===== config.mk =====
export PLATFORM = sky130hd
export DESIGN_NAME = instruction_fetch
export DESIGN_NICKNAME = d
export VERILOG_FILES = /design/src/rtl/instruction_fetch.sv
export SDC_FILE = /design/constraint.sdc
export NUM_CORES = 2
export LEC_CHECK = 0
export ABC_CLOCK_PERIOD_IN_PS = 13150
export CORE_UTILIZATION = 40
export DETAILED_ROUTE_END_ITERATION = 8
export PLACE_DENSITY_LB_ADDON = 0.1
export SLEW_MARGIN = 10
export SYNTH_ARGS = -nofsm -noshare
export SYNTH_HDL_FRONTEND = slang
export SYNTH_SLANG_ARGS = --single-unit

===== constraint.sdc =====
create_clock -name clk -period 13.15 [get_ports clk]
set_input_delay 1.9725 -clock clk [delete_from_list [all_inputs] [get_ports clk]]
set_output_delay 1.9725 -clock clk [all_outputs]
set_load 0.02 [all_outputs]

===== src/rtl/instruction_fetch.sv =====
// Fetch stage: direct-mapped I-cache lookup on pc, miss refill via the memory
// controller, and one {inst, pc} push per cycle into the instruction queue.
module instruction_fetch #(
  parameter int                    ADDR_WIDTH = 32,
  parameter logic [ADDR_WIDTH-1:0] RESET_PC   = '0,
  parameter int                    IC_IDX_W   = 6
) (
  input  logic                  clk,
  input  logic                  rst,
  input  logic                  rdy,
  input  logic                  clear,
  input  logic [ADDR_WIDTH-1:0] jump_pc,
  input  logic                  queue_is_full,
  output logic                  IF_inst_valid,
  output logic [31:0]           IF_inst,
  output logic [ADDR_WIDTH-1:0] IF_pc,
  output logic                  mem_req_valid,
  output logic [ADDR_WIDTH-1:0] mem_req_addr,
  input  logic                  mem_done,
  input  logic [31:0]           mem_inst
);

  localparam int LINES = 1 << IC_IDX_W;
  localparam int TAG_W = ADDR_WIDTH - IC_IDX_W - 2;

  typedef enum logic [1:0] {IDLE, WAIT_MEM, DRAIN} state_t;

  state_t                  state, state_nxt;
  logic [ADDR_WIDTH-1:0]   pc, pc_nxt;
  logic [LINES-1:0]        valid;
  logic [TAG_W-1:0]        tag_mem  [LINES];
  logic [31:0]             data_mem [LINES];

  logic                    push, fill, req_valid_nxt;
  logic [ADDR_WIDTH-1:0]   req_addr_nxt;

  logic [IC_IDX_W-1:0]     idx, fidx;
  logic [TAG_W-1:0]        ptag, ftag;
  logic                    hit;

  assign idx  = pc[IC_IDX_W+1:2];
  assign ptag = pc[ADDR_WIDTH-1:IC_IDX_W+2];
  assign fidx = mem_req_addr[IC_IDX_W+1:2];
  assign ftag = mem_req_addr[ADDR_WIDTH-1:IC_IDX_W+2];
  assign hit  = valid[idx] && (tag_mem[idx] == ptag);

  always_comb begin
    state_nxt     = state;
    pc_nxt        = pc;
    push          = 1'b0;
    fill          = 1'b0;
    req_valid_nxt = mem_req_valid;
    req_addr_nxt  = mem_req_addr;
    unique case (state)
      IDLE: begin
        if (clear) begin
          pc_nxt = jump_pc;
        end else if (!queue_is_full) begin
          if (hit) begin
            push   = 1'b1;
            pc_nxt = pc + ADDR_WIDTH'(4);
          end else begin
            req_valid_nxt = 1'b1;
            req_addr_nxt  = {pc[ADDR_WIDTH-1:2], 2'b00};
            state_nxt     = WAIT_MEM;
          end
        end
      end
      WAIT_MEM: begin
        if (clear) pc_nxt = jump_pc;
        if (mem_done) begin
          fill          = 1'b1;
          req_valid_nxt = 1'b0;
          state_nxt     = IDLE;
        end else if (clear) begin
          state_nxt = DRAIN;
        end
      end
      DRAIN: begin
        // The returning word still belongs to mem_req_addr, so it is cached.
        if (clear) pc_nxt = jump_pc;
        if (mem_done) begin
          fill          = 1'b1;
          req_valid_nxt = 1'b0;
          state_nxt     = IDLE;
        end
      end
      default: state_nxt = IDLE;
    endcase
  end

  always_ff @(posedge clk or posedge rst) begin
    if (rst) begin
      state         <= IDLE;
      pc            <= RESET_PC;
      valid         <= '0;
      IF_inst_valid <= 1'b0;
      IF_inst       <= '0;
      IF_pc         <= '0;
      mem_req_valid <= 1'b0;
      mem_req_addr  <= '0;
    end else if (!rdy) begin
      IF_inst_valid <= 1'b0;
    end else begin
      state         <= state_nxt;
      pc            <= pc_nxt;
      mem_req_valid <= req_valid_nxt;
      mem_req_addr  <= req_addr_nxt;
      IF_inst_valid <= push;
      if (push) begin
        IF_inst <= data_mem[idx];
        IF_pc   <= pc;
      end
      if (fill) valid[fidx] <= 1'b1;
    end
  end

  // Tag/data need no reset: a line is only read once its valid bit is set.
  always_ff @(posedge clk) begin
    if (rdy && fill) begin
      tag_mem[fidx]  <= ftag;
      data_mem[fidx] <= mem_inst;
    end
  end

endmodule


Word level (Yosys, flattened, before mapping)
Memory sizes are Yosys's and may differ from the RTL's. A register that Yosys moved wholly into a read port is not among the register bits.
Cells that the tools add are included.
{"block": "classes", "n_reduce_logical": 12, "order_cmp": 3, "muxes": 30, "n_eq_ne": 12, "n_bitwise": 4, "addsub": 1}
{"operator": "$mux W32", "count": 4}
{"operator": "$or A64 B64 Y64", "count": 1}
{"operator": "$pmux W32 S2", "count": 1}
{"operator": "$add A32 B3 Y32 const B", "count": 1}
{"operator": "$eq A24 B24 Y1", "count": 1}
{"operator": "$mux W1", "count": 15}
{"operator": "$lt A6 B7 Y1 const B", "count": 2}
{"operator": "$mux W2", "count": 6}
{"operator": "$reduce_and A6 Y1", "count": 2}
{"operator": "$reduce_and A5 Y1", "count": 2}
{"operator": "$ne A3 B3 Y1 const B", "count": 3}
{"operator": "$ne A2 B2 Y1 const B", "count": 4}
{"operator": "$bmux W1 S6", "count": 1}
{"operator": "$demux W1 S6", "count": 1}
{"operator": "$ge A6 B1 Y1 const B", "count": 1}
{"operator": "$pmux W2 S3", "count": 1}
{"operator": "$ne A2 B1 Y1 const B", "count": 2}
{"operator": "$reduce_and A2 Y1", "count": 2}
{"operator": "$logic_and A1 B1 Y1", "count": 3}
{"operator": "$not A1 Y1", "count": 3}
{"operator": "$eq A2 B1 Y1 const B", "count": 1}
{"operator": "$eq A2 B2 Y1 const B", "count": 1}
{"operator": "$logic_not A2 Y1", "count": 1}
{"operator": "$pmux W1 S2", "count": 1}
{"operator": "2 further kinds", "count": 2}
{"block": "totals", "register_bits": 162, "ramBits": 3584, "mem_count": 2, "inputBits": 70}
{"name": "data_mem", "depth": 64, "word_bits": 32, "rd": 1, "rd_clocked_by_memory_dff": 1, "write_ports": 1, "line_no": "32", "source": "logic [31:0] data_mem [LINES];"}
{"name": "tag_mem", "depth": 64, "word_bits": 24, "rd": 1, "rd_clocked_by_memory_dff": 0, "write_ports": 1, "line_no": "31", "source": "logic [TAG_W-1:0] tag_mem [LINES];"}

Depth between registers and ports, before layout
{"block": "logic_depth", "word_depth": 8, "ltp_mapped": 18}

Worst setup path after synthesis
OpenSTA, ideal clock, no wires.
{"block": "synth_timing", "kind": "input-to-reg", "from": "in rdy", "to": "mem data_mem[30][0] (enable)", "t_required_ns": 12.679, "path_stages": 4, "t_arrival_ns": 4.893, "n_path_buf": 0, "setup_slack_ns": 7.786, "setup_time_ns": 0.471, "path_cell_list": "nand3_1 > nor2_1 > nand3_1 > nor2_1"}
{"block": "synth_between", "elab_chain_len": 3}
{"item": "from (decl)", "line_no": "10", "source": "input logic rdy,"}
{"item": "$logic_and A1 B1 Y1", "line_no": "120", "source": "if (rdy && fill) begin"}
{"item": "$mux W1", "line_no": "120"}
{"item": "$mux W1 (not written as such)", "line_no": "122", "source": "data_mem[fidx] <= mem_inst;"}
{"item": "to (decl)", "line_no": "32"}
No other way between the ends.

Worst setup path in the final report
{"block": "layout_timing", "from": "reg pc[2]", "to": "reg IF_inst[20], read port of data_mem"}
{"block": "layout_between", "elab_chain_len": 8, "word_cells_on_any_way": 10, "classes_between": "eq/ne: 1; mux: 6; reduce/logical: 2; memory: 1"}
{"item": "from (decl)", "line_no": "29", "source": "logic [ADDR_WIDTH-1:0] pc, pc_nxt;"}
{"item": "from (signal assigned)", "line_no": "106", "source": "pc <= pc_nxt;"}
{"item": "$mem_v2 Z64 W24 or $bmux W1 S6 (tied branches)"}
{"item": "$eq A24 B24 Y1 or $mux W1 (tied branches)", "line_no": "45", "source": "assign hit = valid[idx] && (tag_mem[idx] == ptag);"}
{"item": "$logic_and A1 B1 Y1", "line_no": "45"}
{"item": "$mux W1", "line_no": "59", "source": "if (hit) begin"}
{"item": "$mux W1", "line_no": "58", "source": "end else if (!queue_is_full) begin"}
{"item": "$mux W1", "line_no": "56", "source": "if (clear) begin"}
{"item": "$mux W1", "line_no": "54", "source": "unique case (state)"}
{"item": "$reduce_and A2 Y1 (no source line)"}
{"item": "to (decl)", "line_no": "15", "source": "output logic [31:0] IF_inst,"}
Several ways; a longest one is shown, not always the timed one. The select of a mux whose other input is x is not followed.
A chain may end at the register's enable or synchronous reset.

==> metrics.md <==
| Metric | Value |
|---|---|
| Synth top cells by count | 3584 x edfxtp_1, 1017 x mux4_2, 194 x dfrtp_1, 152 x nand2_1, 146 x clkbuf_1 |
| Status | completed |
| H-tree depth | 5 |
| Vias in the first global route | 72810 |
| Initial Utilization | 40.22% |
| CTS tree | done |
| Yosys top cell by area | edfxtp_1 |
| CTS Buffer Depth | 4 |
| Power Density | 207.4 nW/um^2 |
| Sw frac | 30.15% |
| # Max-Cap Violations | 0 |
| Fin. Hold Viols | 0 |
| Fin util | 46.11% |
| Clock root buffer | clkbuf_16 |
| NumNets Final | 6936 |
| Final-report setup violation count | 0 |
| Die area | 367000 sq um |
| Logic pwr share | 26.1% |
| Worst setup path class | reg2reg |
| Core ar. | 362500 sq um |
| Worst path arrival time | 8.50 ns |
| Yosys warning count | 0 |
| Later-pin clock latency in the skew report | 0.99 ns |
| Peak supply drop | 0.2075 mV |
| Fin cells | 12000 |
| Initial antenna violation count | 30 |
| Yosys top cell area share | 73.81% |
| Total power | 34.67 mW |
| Worst-path maximum fanout | 45 |
| Actual slew at the worst max-slew pin | 1.300 ns |
| Crit. End Element | register |
| Die height | 605.8 um |
| Synth cell types | 78 |
| Setup_tns | 0 ns |
| Flop pwr share | 41.7% |
| Global-route wire length before repair | 629400 um |
| Via count | 72330 |
| Placer's final routability congestion estimate | 0.8046 |
| Hpwl dp | 254200 um |
| Post-Syn Area | 145800 sq um |
| DRC | 0 |
| #FFs+latches synth | 3778 |
| Number of instances in the placed design | 11250 |
| RSZ-0062 raised after global routing | no |
| Count leader, synth | edfxtp_1 |
| CTS hold repair buffers | 0 |
| Number of synthesized flops with an enable pin | 3584 |
| Clk pin slew, worst setup/hold paths | 0.06 ns |
| Finished Cell Area | 167100 sq um |
| Peak Freq | 130.6 MHz |
| Via density per instance | 6.028 |
| Largest net degree at the start of global routing | 143 |
| Post-CTS Setup Repair Bufs | 0 |
| Mean routed wirelength per cell | 38.52 um |
| Grt ovf | 0 |
| Slew Limit Fails | 0 |
| Proportion of layout cells with a drive suffix above 1 | 29.75% |
| Tcrit/Tclk final | 58.21% |
| Number of buffers created by CTS | 403 |
| Area growth, synth to finish | 14.62% |
| Clk pwr share | 32.3% |
| Resized Gates After CTS | 0 |
| Share of synthesized registers carrying an async set or reset | 5.135% |
| Synth Flop Type | edfxtp_1 |
| First-pass DRT Iterations | 5 |
| Clock Skews | 0.07369 ns |
| Internal power | 24.22 mW |
| Average size of a mapped cell | 22.77 sq um |
| Final WL | 462300 um |
| Antenna viol nets, final | 0 |
| Synth area leaders | edfxtp_1 74%, mux4_2 16%, dfrtp_1 3.3% |
| Slew HR | 13.32% |
| 1st-iter DRT viols | 9152 |
| Port buffer count | 165 |
| GRT Util Overall | 25.14% |
| Hold Crit Class | reg2reg |
| Sink Count | 3778 |
| Sequential area share after synthesis | 77.14% |
| Worst setup SP type | register |
| Net load switching power | 10.45 mW |
| Leak Pwr | 53.52 nW |
| Mapped Cells | 6403 |
| Crit path time final | 7.655 ns |
| Cell row count | 221 |
| Die X-Extent | 605.8 um |
| DP Area | 154200 sq um |
| Worst EP required | 14.00 ns |
| IO Pins | 168 |
==> stage by stage <==
stage                     hold WS, ns  setup slack, ns
after floorplan                0.4337            5.894
after global placement         0.4455            5.529
after detailed placement       0.4490            5.486
after CTS                      0.4647            5.532
after global routing           0.4728            5.113
final                          0.4652            5.495
==> worst max-delay path: stages, from the launching register on <==
cell	delay, ns
dfrtp_4	0.79
buf_4	0.71
buf_4	0.84
mux4_2	0.60
a22oi_1	0.29
a41oi_1	0.16
a311oi_1	0.95
xnor2_1	0.24
a2111oi_0	0.45
nand4_1	0.30
nor4_4	0.59
nand2_8	0.45
buf_4	0.56
mux2_4	0.41
==> layout by cell type (no fill, tap or decap), types with 40 or more instances in the layout <==
| cell | n |
|---|---|
| edfxtp_1 | 3584 |
| mux4_2 | 1017 |
| clkbuf_16 | 413 |
| buf_4 | 236 |
| dfrtp_1 | 164 |
| nand2_1 | 152 |
| mux2i_1 | 142 |
| clkdlybuf4s50_1 | 133 |
| clkbuf_1 | 108 |
| a22oi_1 | 83 |
| nor2_1 | 71 |
| clkinv_1 | 69 |
| or2_2 | 68 |
| nor2_4 | 66 |
| a21oi_1 | 65 |
| clkinv_2 | 65 |
| mux2_4 | 60 |
| nand3_1 | 46 |
| o21ai_0 | 40 |
==> power groups by stage <==
stage	Combinational [mW]	Sequential (mW)	Clock, mW
global route	9.51	14.5	11.8
global placement	9.11	14.7	0
finish	9.03	14.4	11.2
floorplan	5.73	14.7	0
detailed placement	9.14	14.7	0
CTS	9.16	14.4	11.4
==> final cells by class <==
type / instances / area (sq um)
timing repair buffer: 415 / 3536
clock buffer: 554 / 11190
tap: 4794 / 5998
clock inverter: 190 / 1759
inverter: 16 / 82.58
sequential: 3778 / 112500
fill: 30150 / 195400
antenna: 6 / 15.01
multi-input combinational: 2247 / 32030
==> logic make-up (layout without fill, tap and decap cells) <==
| family | Yosys count | in the layout | synth area share, % |
|---|---|---|---|
| AO/OA/AOI/OAI | 375 | 375 | 1.768 |
| XOR/XNOR | 17 | 17 | 0.1021 |
| multiplexers | 1275 | 1275 | 17.73 |
| adder cells (fa/ha/maj) | 5 | 5 | 0.04290 |
| other | 1 | 8 | 0.002572 |
| AND/OR/NAND/NOR | 573 | 573 | 1.951 |
| flip-flops | 3778 | 3778 | 77.14 |
| buffers and inverters | 379 | 1175 | 1.264 |
==> worst paths after layout <==
kind | start | endpoint | slack, ns | cells after the start
max | pc[2] | IF_inst[20] | 5.50 | 13
min | valid[62] | valid[62] | 0.47 | 1
max reg2reg | pc[2] | IF_inst[20] | 5.50 | 13
min reg2reg | valid[62] | valid[62] | 0.47 | 1
max in group asynchronous | rst | IF_inst[15] | 9.90 | 3
min in group asynchronous | rst | pc[6] | 1.60 | 2
==> routing by layer <==
layer / wire length, um / global-route usage (%) / up-vias
li1: - / - / 28160
met1: 198400 / 36.33 / 40690
met2: 220600 / 40.28 / 2901
met3: 30230 / 3.438 / 568
met4: 13010 / 6.741 / 10
met5: 66 / 0 / -
==> state kept, by name, summed over array words and instances, names as in the netlist <==
signal	cells
IF_pc	32
state	2
mem_req_addr	30
tag_mem	1536
valid	64
IF_inst_valid	1
IF_inst	32
pc	32
mem_req_valid	1
data_mem	2048
Note: power is estimated with default switching activity, not from simulation.
